**src/rtl/branch_predict_bht.sv**
```systemverilog
// Fetch-stage branch predictor: a table of 2-bit saturating counters,
// indexed by PC bits and optionally XOR-folded with global history (gshare).
// Predicts taken/target in the same cycle and updates non-speculatively
// when a branch resolves in decode. Branch and mispredict counters support
// performance debug.
module branch_predict_bht #(
    parameter int         INDEX_BITS = 6,
    parameter int         GHR_BITS   = 0,
    parameter logic [1:0] CNT_INIT   = 2'b01
) (
    input  logic                  clk,
    input  logic                  reset,
    input  logic [31:0]           pcF,
    input  logic [31:0]           instrF,
    output logic                  is_branchF,
    output logic                  predict_takenF,
    output logic [31:0]           pc_predictF,
    output logic [INDEX_BITS-1:0] predict_indexF,
    input  logic                  update_en,
    input  logic [INDEX_BITS-1:0] update_index,
    input  logic                  update_taken,
    input  logic                  update_pred,
    output logic                  mispredictD,
    output logic [31:0]           branch_cnt,
    output logic [31:0]           mispredict_cnt
);

    localparam int ENTRIES = 1 << INDEX_BITS;

    if (INDEX_BITS < 2 || INDEX_BITS > 10) begin : g_bad_index_bits
        $error("branch_predict_bht: INDEX_BITS must be in 2..10");
    end

    if (GHR_BITS < 0 || GHR_BITS > INDEX_BITS) begin : g_bad_ghr_bits
        $error("branch_predict_bht: GHR_BITS must be in 0..INDEX_BITS");
    end

    logic [5:0]            opcode;
    logic [4:0]            rt_field;
    logic                  unused_rs;
    logic [INDEX_BITS-1:0] base_index;
    logic [INDEX_BITS-1:0] read_index;
    logic [1:0]            bht [ENTRIES];

    assign opcode    = instrF[31:26];
    assign rt_field  = instrF[20:16];
    assign unused_rs = ^instrF[25:21];

    // Conditional branch decode: the four I-type compares plus the REGIMM group.
    always_comb begin
        is_branchF = 1'b0;
        case (opcode)
            6'b000100, 6'b000101, 6'b000110, 6'b000111: is_branchF = 1'b1;
            6'b000001: begin
                case (rt_field)
                    5'b00000, 5'b00001, 5'b10000, 5'b10001: is_branchF = 1'b1;
                    default: is_branchF = 1'b0;
                endcase
            end
            default: is_branchF = 1'b0;
        endcase
    end

    assign pc_predictF = pcF + 32'd4 + {{14{instrF[15]}}, instrF[15:0], 2'b00};

    assign base_index = pcF[INDEX_BITS+1:2];

    if (GHR_BITS == 0) begin : g_bimodal
        assign read_index = base_index;
    end else begin : g_gshare
        logic [GHR_BITS-1:0] ghr;

        assign read_index = base_index ^ INDEX_BITS'(ghr);

        // History shifts in the resolved outcome only; F reads the pre-shift value.
        always_ff @(posedge clk) begin
            if (reset) begin
                ghr <= '0;
            end else if (update_en) begin
                ghr <= GHR_BITS'({ghr, update_taken});
            end
        end
    end

    assign predict_indexF = read_index;
    assign predict_takenF = is_branchF & bht[read_index][1];
    assign mispredictD    = update_en & (update_taken != update_pred);

    // Counter table: saturating increment on taken, decrement on not-taken.
    always_ff @(posedge clk) begin
        if (reset) begin
            for (int i = 0; i < ENTRIES; i++) begin
                bht[i] <= CNT_INIT;
            end
        end else if (update_en) begin
            if (update_taken) begin
                if (bht[update_index] != 2'b11) begin
                    bht[update_index] <= bht[update_index] + 2'b01;
                end
            end else begin
                if (bht[update_index] != 2'b00) begin
                    bht[update_index] <= bht[update_index] - 2'b01;
                end
            end
        end
    end

    // Performance counters: every resolved branch, and those that mispredicted.
    always_ff @(posedge clk) begin
        if (reset) begin
            branch_cnt     <= '0;
            mispredict_cnt <= '0;
        end else if (update_en) begin
            branch_cnt <= branch_cnt + 32'd1;
            if (mispredictD) begin
                mispredict_cnt <= mispredict_cnt + 32'd1;
            end
        end
    end

endmodule

```
**config.mk**
```make
export PLATFORM = sky130hd
export DESIGN_NAME = branch_predict_bht
export DESIGN_NICKNAME = d
export VERILOG_FILES = /design/src/rtl/branch_predict_bht.sv
export SDC_FILE = /design/constraint.sdc
export NUM_CORES = 1
export LEC_CHECK = 0
export CAP_MARGIN = 20
export CELL_PAD_IN_SITES_DETAIL_PLACEMENT = 0
export CELL_PAD_IN_SITES_GLOBAL_PLACEMENT = 1
export CORE_MARGIN = 4
export CORE_UTILIZATION = 43
export CTS_CLUSTER_SIZE = 10
export DETAILED_ROUTE_END_ITERATION = 8
export GPL_TIMING_DRIVEN = 0
export PLACE_DENSITY_LB_ADDON = 0.2
export SLEW_MARGIN = 20
export SYNTH_ARGS = -nofsm -noshare
export SYNTH_HDL_FRONTEND = slang
export SYNTH_SLANG_ARGS = --single-unit
```
**constraint.sdc**
```tcl
create_clock -name clk -period 6.3 [get_ports clk]
set_input_delay 1.26 -clock clk [delete_from_list [all_inputs] [get_ports clk]]
set_output_delay 1.26 -clock clk [all_outputs]
set_load 0.005 [all_outputs]
```
==> out/summary.txt, run 1 <==
Outcome -> finished clean
Final WS setup -> 0.1412 ns
First-pass GRT wire length -> 61,950 um
Die W -> 175.1 um
CTS max path bufs -> 2
Number of inserted diodes -> 0
Slew margin rel. -> 0.1118
Post-route insts no fill -> 1,779
WS Path Type -> in2out
Placeable Area -> 27,180 um^2
Clk slew on worst S/H paths -> 0.08 ns
Endpoints failing hold -> 0
PwrDens -> 222.5 nW/um^2
Avg WL per Cell -> 23.18 um
Area Overhead vs Synth -> 23.46%
Initial Util -> 0.4416
Unique masters post-synth -> 71
F_max -> 162.4 MHz
WHS -> 0.5060 ns
RD Place Congestion -> 0.9857
TritonCTS buffer count -> 17
Tcrit/Tclk final -> 0.9776
Post-Syn Instances -> 1,206
Post-route ant nets -> 0
Fin nets -> 1,529
Startpoint types -> input port
Ys Warns -> 0
DRC viols -> 0
Drt total wl -> 41,240 um
Critical path arrival -> 4.90 ns
Die H -> 175.1 um
Rows -> 60
Most used cell, CP -> mux4_2
Pre-CTS setup slack -> -0.8516 ns
Total number of vias -> 10.64k
Filler cells -> 2,504
Post-Syn Nets -> 1,341
Cell count of the worst hold path -> 2
Skew final -> 0.01988 ns
Commonest non-fill, non-tap cell in the layout -> clkdlybuf4s50_1
Pin count of the biggest net entering global routing -> 24
CP Capture Type -> primary output
WP data required -> 5.04 ns
Minimum clock period -> 6.159 ns
Ys flop type -> edfxtp_1
Leak Pwr -> 5.033 nW
Mean Syn Cell Area -> 9.950 um^2
H-tree levels -> 4
Hold Crit Class -> reg2reg
Vias in the first global route -> 10.27k
Worst reg2reg path endpoint -> bht[21][1]$_SDFFCE_PN0P_
Hold_sp -> mispredict_cnt[31]$_SDFFE_PP0P_
Placed cell count -> 1,747
Initial drt markers -> 1,193
Clock sink count -> 192
Root buffer cell -> clkbuf_16
Post-DP HPWL -> 29,990 um
Seq/Total Area, Yosys -> 0.4271
CP max stage cell -> mux4_2
Port bufs -> 169
Share of layout cells above drive strength 1 -> 0.1023
GRT Util Overall -> 0.2625
Flops & latches, synth -> 192
Hold Path End -> mispredict_cnt[31]$_SDFFE_PP0P_
Hold buffer count at cts -> 0
Initial antenna violation count -> 0
Worst-path cell chain -> clkdlybuf4s50_1 -> clkbuf_1 -> clkbuf_2 -> mux4_2 -> mux4_2 -> mux4_2 -> and2_1 -> clkdlybuf4s50_1
TritonCTS clock tree -> built
Worst-skew pair later-pin latency -> 0.45 ns
FF-to-FF path depth -> 9
Slowest stage delay, CP -> 0.57 ns
Ports -> 180
Total power after layout -> 0.003296 W
Drt via density -> 5.983
Synth Cell Area -> 12,000 um^2
Asr flop ratio synth -> 0
R2R Setup Slk -> 2.51 ns
Slew Limit Fails -> 0
Post-synth EDFFs -> 128
Most frequent cells in the layout -> 166 x clkdlybuf4s50_1, 128 x nand2_1, 128 x edfxtp_1
DR pass1 iterations -> 7
Grt total ovfl -> 0
Reg-to-Reg Start -> bht[49][1]$_SDFFCE_PN0P_
Peak supply drop -> 0.1537 mV
Worst-margin pin slew -> 1.327 ns
CP max FO -> 10
Count of final setup violators -> 0
Die Area -> 30,640 um^2
Max-cap viol count -> 0
==> registers in the layout, summed over array words and instances, names as in the netlist <==
signal / cells
bht: 128
branch_cnt: 32
mispredict_cnt: 32
==> routing by layer <==
layer | vias to the layer above | GRT usage | routed length [um]
met1 | 5050 | 0.3401 | 16460
met4 | 0 | 0.1008 | 1698
met5 | - | 0 | 0
li1 | 4862 | - | -
met2 | 603 | 0.4176 | 18530
met3 | 128 | 0.07637 | 4541
==> synthesized netlist by cell type (5+ instances only) <==
cell type	instances	area (um^2)
a21boi_0	5	37.54
a221oi_1	6	52.55
ha_1	59	738.2
dfxtp_1	64	1281
xnor2_1	26	227.7
nand3b_1	5	37.54
or3_1	14	87.58
nor2b_1	9	56.30
clkbuf_2	6	30.03
inv_1	22	82.58
mux2i_1	18	180.2
a31oi_1	12	75.07
clkbuf_1	38	142.6
mux2_2	9	101.4
edfxtp_1	128	3844
buf_4	12	90.09
a22oi_1	5	37.54
nand2b_1	8	50.05
nor2_1	101	379.1
and3_1	13	81.33
xor2_1	51	446.7
buf_6	11	123.9
buf_1	8	30.03
and4_1	12	105.1
a21oi_1	34	170.2
a21o_1	8	60.06
nand4b_1	12	105.1
nand3_1	30	150.1
nor3_1	75	375.4
and2_1	9	56.30
nor4_1	5	31.28
o21ai_0	88	440.4
buf_2	16	80.08
or2_2	5	31.28
o211ai_1	6	45.04
nand4_1	54	337.8
nand2_1	128	480.5
mux4_2	34	765.7
==> what timing repair did <==
item / 4_1_cts / 5_1_grt
gates resized for setup: 14 / 6
setup endpoints to repair: 22 / 7
pin swaps: 0 / 0
buffers inserted: 0 / 0
endpoints found under the hold margin: 0 / 0
gates cloned: 0 / 0
==> worst max-delay path by stage <==
stage | start | endpoint | slack, ns | cells past startpoint
3_5_place_dp | pcF[2] | pc_predictF[29] | -0.85 | 17
6_report | pcF[3] | predict_takenF | 0.14 | 8
4_1_cts | pcF[2] | pc_predictF[18] | 0.03 | 15
5_1_grt | pcF[7] | pc_predictF[18] | -0.004 | 12
2_1_floorplan | pcF[2] | pc_predictF[31] | 0.81 | 16
3_3_place_gp | pcF[2] | pc_predictF[29] | -0.85 | 17
==> power by group <==
part           switching, W  internal (W)  total, W
combinational      0.000421      0.000331  0.000752
clock              0.000611      0.000562   0.00117
sequential        0.0000134       0.00136   0.00137
==> worst max-delay path, delay by kind of cell <==
family,cells,cell delay [ns]
buffers and inverters,4,1.98
and+or+nand+nor,1,0.17
muxes,3,1.48
==> cells by family after synthesis <==
logic type      synth area share
simple gates              0.2152
compound gates            0.1025
flops                     0.4271
buf+inv                  0.04859
xor+xnor                 0.05620
mux                      0.08727
fa+ha+maj                0.06318
==> cell type report <==
type	count	area [um^2]	share of cell area
tap	372	465.4	0.03142
sequential	192	5125	0.3459
timing repair buffer	169	1693	0.1143
clock inverter	15	215.2	0.01453
buffer	91	509.2	0.03437
multi-input combinational	900	6296	0.4250
inverter	23	86.33	0.005827
clock buffer	17	425.4	0.02871
==> through the flow <==
stage	util	setup TNS [ns]	area (um^2)
4_1_cts	0.5448	0	14810
5_1_grt	0.5452	-0.003835	14820
2_1_floorplan	-	0	12000
3_3_place_gp	0.5209	-10.48	14160
3_5_place_dp	0.5209	-10.20	14160
6_report	0.5452	0	14820
Note: power is estimated with default switching activity, not from simulation.
==> run 2: changes to the inputs <==
--- a/config.mk
+++ b/config.mk
@@ -13,6 +13,7 @@
 export CTS_CLUSTER_SIZE = 10
 export DETAILED_ROUTE_END_ITERATION = 8
 export GPL_TIMING_DRIVEN = 0
+export MAX_ROUTING_LAYER = met4
 export PLACE_DENSITY_LB_ADDON = 0.2
 export SLEW_MARGIN = 20
 export SYNTH_ARGS = -nofsm -noshare
==> run 2 against run 1 <==
Flip-flop and latch count stayed put. Clock skew is 0.0038 ns lower. Critical path depth stayed put.
==> out/summary.txt, run 2 (synthesis results as in run 1) <==
Outcome -> finished clean
Max-cap viol count -> 0 (unchanged)
Fin nets -> 1,529 (unchanged)
RD Place Congestion -> 1.012 (+2.7%)
Minimum clock period -> 6.176 ns (+0.01686 ns)
Endpoints failing hold -> 0 (unchanged)
Placed cell count -> 1,747 (unchanged)
Hold buffer count at cts -> 0 (unchanged)
Worst reg2reg path endpoint -> bht[29][1]$_SDFFCE_PN0P_
Peak supply drop -> 0.1599 mV (+4.0%)
R2R Setup Slk -> 2.45 ns (-0.06 ns)
Most frequent cells in the layout -> 166 x clkdlybuf4s50_1, 128 x nand2_1, 128 x edfxtp_1
Rows -> 60 (unchanged)
Placeable Area -> 27,180 um^2 (unchanged)
Startpoint types -> input port
Reg-to-Reg Start -> bht[53][1]$_SDFFCE_PN0P_
Avg WL per Cell -> 23.26 um (+0.35%)
Final instance area -> 14,830 um^2 (about the same)
Ports -> 180 (unchanged)
Initial Util -> 0.4416 (unchanged)
Count of final setup violators -> 0 (unchanged)
FF-to-FF path depth -> 9 (unchanged)
PwrDens -> 222.9 nW/um^2 (+0.18%)
Root buffer cell -> clkbuf_16
Filler cells -> 2,518 (+0.56%)
Initial antenna violation count -> 1 (+1)
First-pass GRT wire length -> 62,290 um (+0.55%)
Area after DPL -> 14,160 um^2 (unchanged)
WP data required -> 5.04 ns (about the same)
Commonest non-fill, non-tap cell in the layout -> clkdlybuf4s50_1
Slew Limit Fails -> 0 (unchanged)
Vias in the first global route -> 10.26k (-0.049%)
Leak Pwr -> 5.034 nW (about the same)
Die Area -> 30,640 um^2 (unchanged)
Max reg flops -> 128 (unchanged)
WS Path Type -> in2out
WHS -> 0.5074 ns (+0.001434 ns)
H-tree levels -> 4 (unchanged)
Total number of vias -> 10.72k (+0.75%)
Worst-skew pair later-pin latency -> 0.45 ns (about the same)
Drt via density -> 6.024 (+0.70%)
CP Capture Type -> primary output
Slew margin rel. -> 0.1974 (+0.08558)
Post-route ant nets -> 0 (unchanged)
Hold_sp -> mispredict_cnt[31]$_SDFFE_PP0P_
Hold Crit Class -> reg2reg
Pin count of the biggest net entering global routing -> 24 (unchanged)
Cell count of the worst hold path -> 2 (unchanged)
Die W -> 175.1 um (unchanged)
GRT Util Overall -> 0.2717 (+0.009177)
DR pass1 iterations -> 6 (-1)
Post-CTS setup buffers -> 0 (unchanged)
Pre-CTS setup slack -> -0.8284 ns (+0.02328 ns)
Top flop regs -> bht: 128 flops, branch_cnt: 32 flops, mispredict_cnt: 32 flops
Most flops, register -> bht
DRC viols -> 0 (unchanged)
Die H -> 175.1 um (unchanged)
CTS max path bufs -> 2 (unchanged)
F_max -> 161.9 MHz (-0.27%)
Post-route insts no fill -> 1,780 (+0.056%)
Tcrit/Tclk final -> 0.9803 (+0.002676)
TritonCTS buffer count -> 17 (unchanged)
Clock sink count -> 192 (unchanged)
Grt total ovfl -> 0 (unchanged)
Port bufs -> 169 (unchanged)
CP max FO -> 10 (unchanged)
Hold Path End -> mispredict_cnt[31]$_SDFFE_PP0P_
Worst-margin pin slew -> 1.200 ns (-0.1279 ns)
Skew final -> 0.01606 ns (-0.003822 ns)
Clk slew on worst S/H paths -> 0.08 ns (about the same)
Critical path arrival -> 4.92 ns (+0.02 ns)
Drt total wl -> 41,400 um (+0.40%)
Area Overhead vs Synth -> 23.54% (about the same)
TritonCTS clock tree -> built
Initial drt markers -> 1,211 (+1.5%)
Share of layout cells above drive strength 1 -> 0.1045 (+0.002132)
Final WS setup -> 0.1243 ns (-0.01686 ns)
Post-DP HPWL -> 30,030 um (+0.14%)
[run 2: cell types whose count changed in the layout (fill, tap and decap cells not counted)]
cell,before,now
inv_12,5,7
o21ai_1,3,2
nor2_1,101,100
a21oi_2,0,1
a21oi_1,34,33
clkbuf_4,1,0
diode_2,0,1
buf_2,16,17
o21ai_2,1,2
nor2_2,1,2
clkinv_8,4,2
[run 2: through the flow]
stage | utilization | setup TNS, ns | power, W
final | 0.5455 | 0 | 0.003304
after global routing | 0.5455 | -0.01170 | 0.003415
after CTS | 0.5448 | 0 | 0.003301
after detailed placement | 0.5209 | -9.995 | 0.002138
after global placement | 0.5209 | -10.53 | 0.002133
after floorplan | - | 0 | 0.001809
[run 2: per-layer routing]
layer | vias up | GRT usage | share of wire
li1 | 4877 | - | -
met1 | 5049 | 0.3539 | 0.40
met2 | 661 | 0.4155 | 0.45
met3 | 136 | 0.06209 | 0.11
met4 | 0 | 0.1038 | 0.044
met5 | - | - | 0
[run 2: worst max path at each step]
stage               startpoint               to  cells past startpoint
finish                  pcF[3]   predict_takenF                      8
CTS                     pcF[7]  pc_predictF[18]                     12
global route            pcF[2]  pc_predictF[31]                     17
detailed placement      pcF[2]  pc_predictF[29]                     17
global placement        pcF[2]  pc_predictF[29]                     17
floorplan               pcF[2]  pc_predictF[31]                     16
[run 2: layout make-up]
cell class	instances	area [um^2]	share of cell area
Antenna cell	1	2.502	0.0001688
Buffer	91	506.7	0.03418
Clock buffer	17	425.4	0.02869
Clock inverter	15	215.2	0.01452
Inverter	23	86.33	0.005823
Multi-Input combinational cell	900	6306	0.4254
Sequential cell	192	5125	0.3457
Tap cell	372	465.4	0.03139
Timing Repair Buffer	169	1693	0.1142
[run 2: report_power, final]
group | internal [W] | total [W] | switching (W) | leakage, nW
registers | 0.00136 | 0.00137 | 0.0000132 | 1.62
clock network | 0.000567 | 0.00118 | 0.000614 | 0.310
logic | 0.000331 | 0.000753 | 0.000422 | 3.11
total | 0.00226 | 0.00330 | 0.00105 | 5.03
[run 2: worst max-delay path, stage by stage]
cell and delay (ns):
clkdlybuf4s50_1 0.51, clkbuf_1 0.53, clkbuf_2 0.51, mux4_2 0.40, mux4_2 0.57, mux4_2 0.51, and2_1 0.17, clkdlybuf4s50_1 0.44
[run 2: repair_timing]
item | CTS | global route
gates cloned | 0 | 0
resized for setup | 14 | 7
setup endpoints to repair | 22 | 8
hold endpoints to repair | 0 | 0
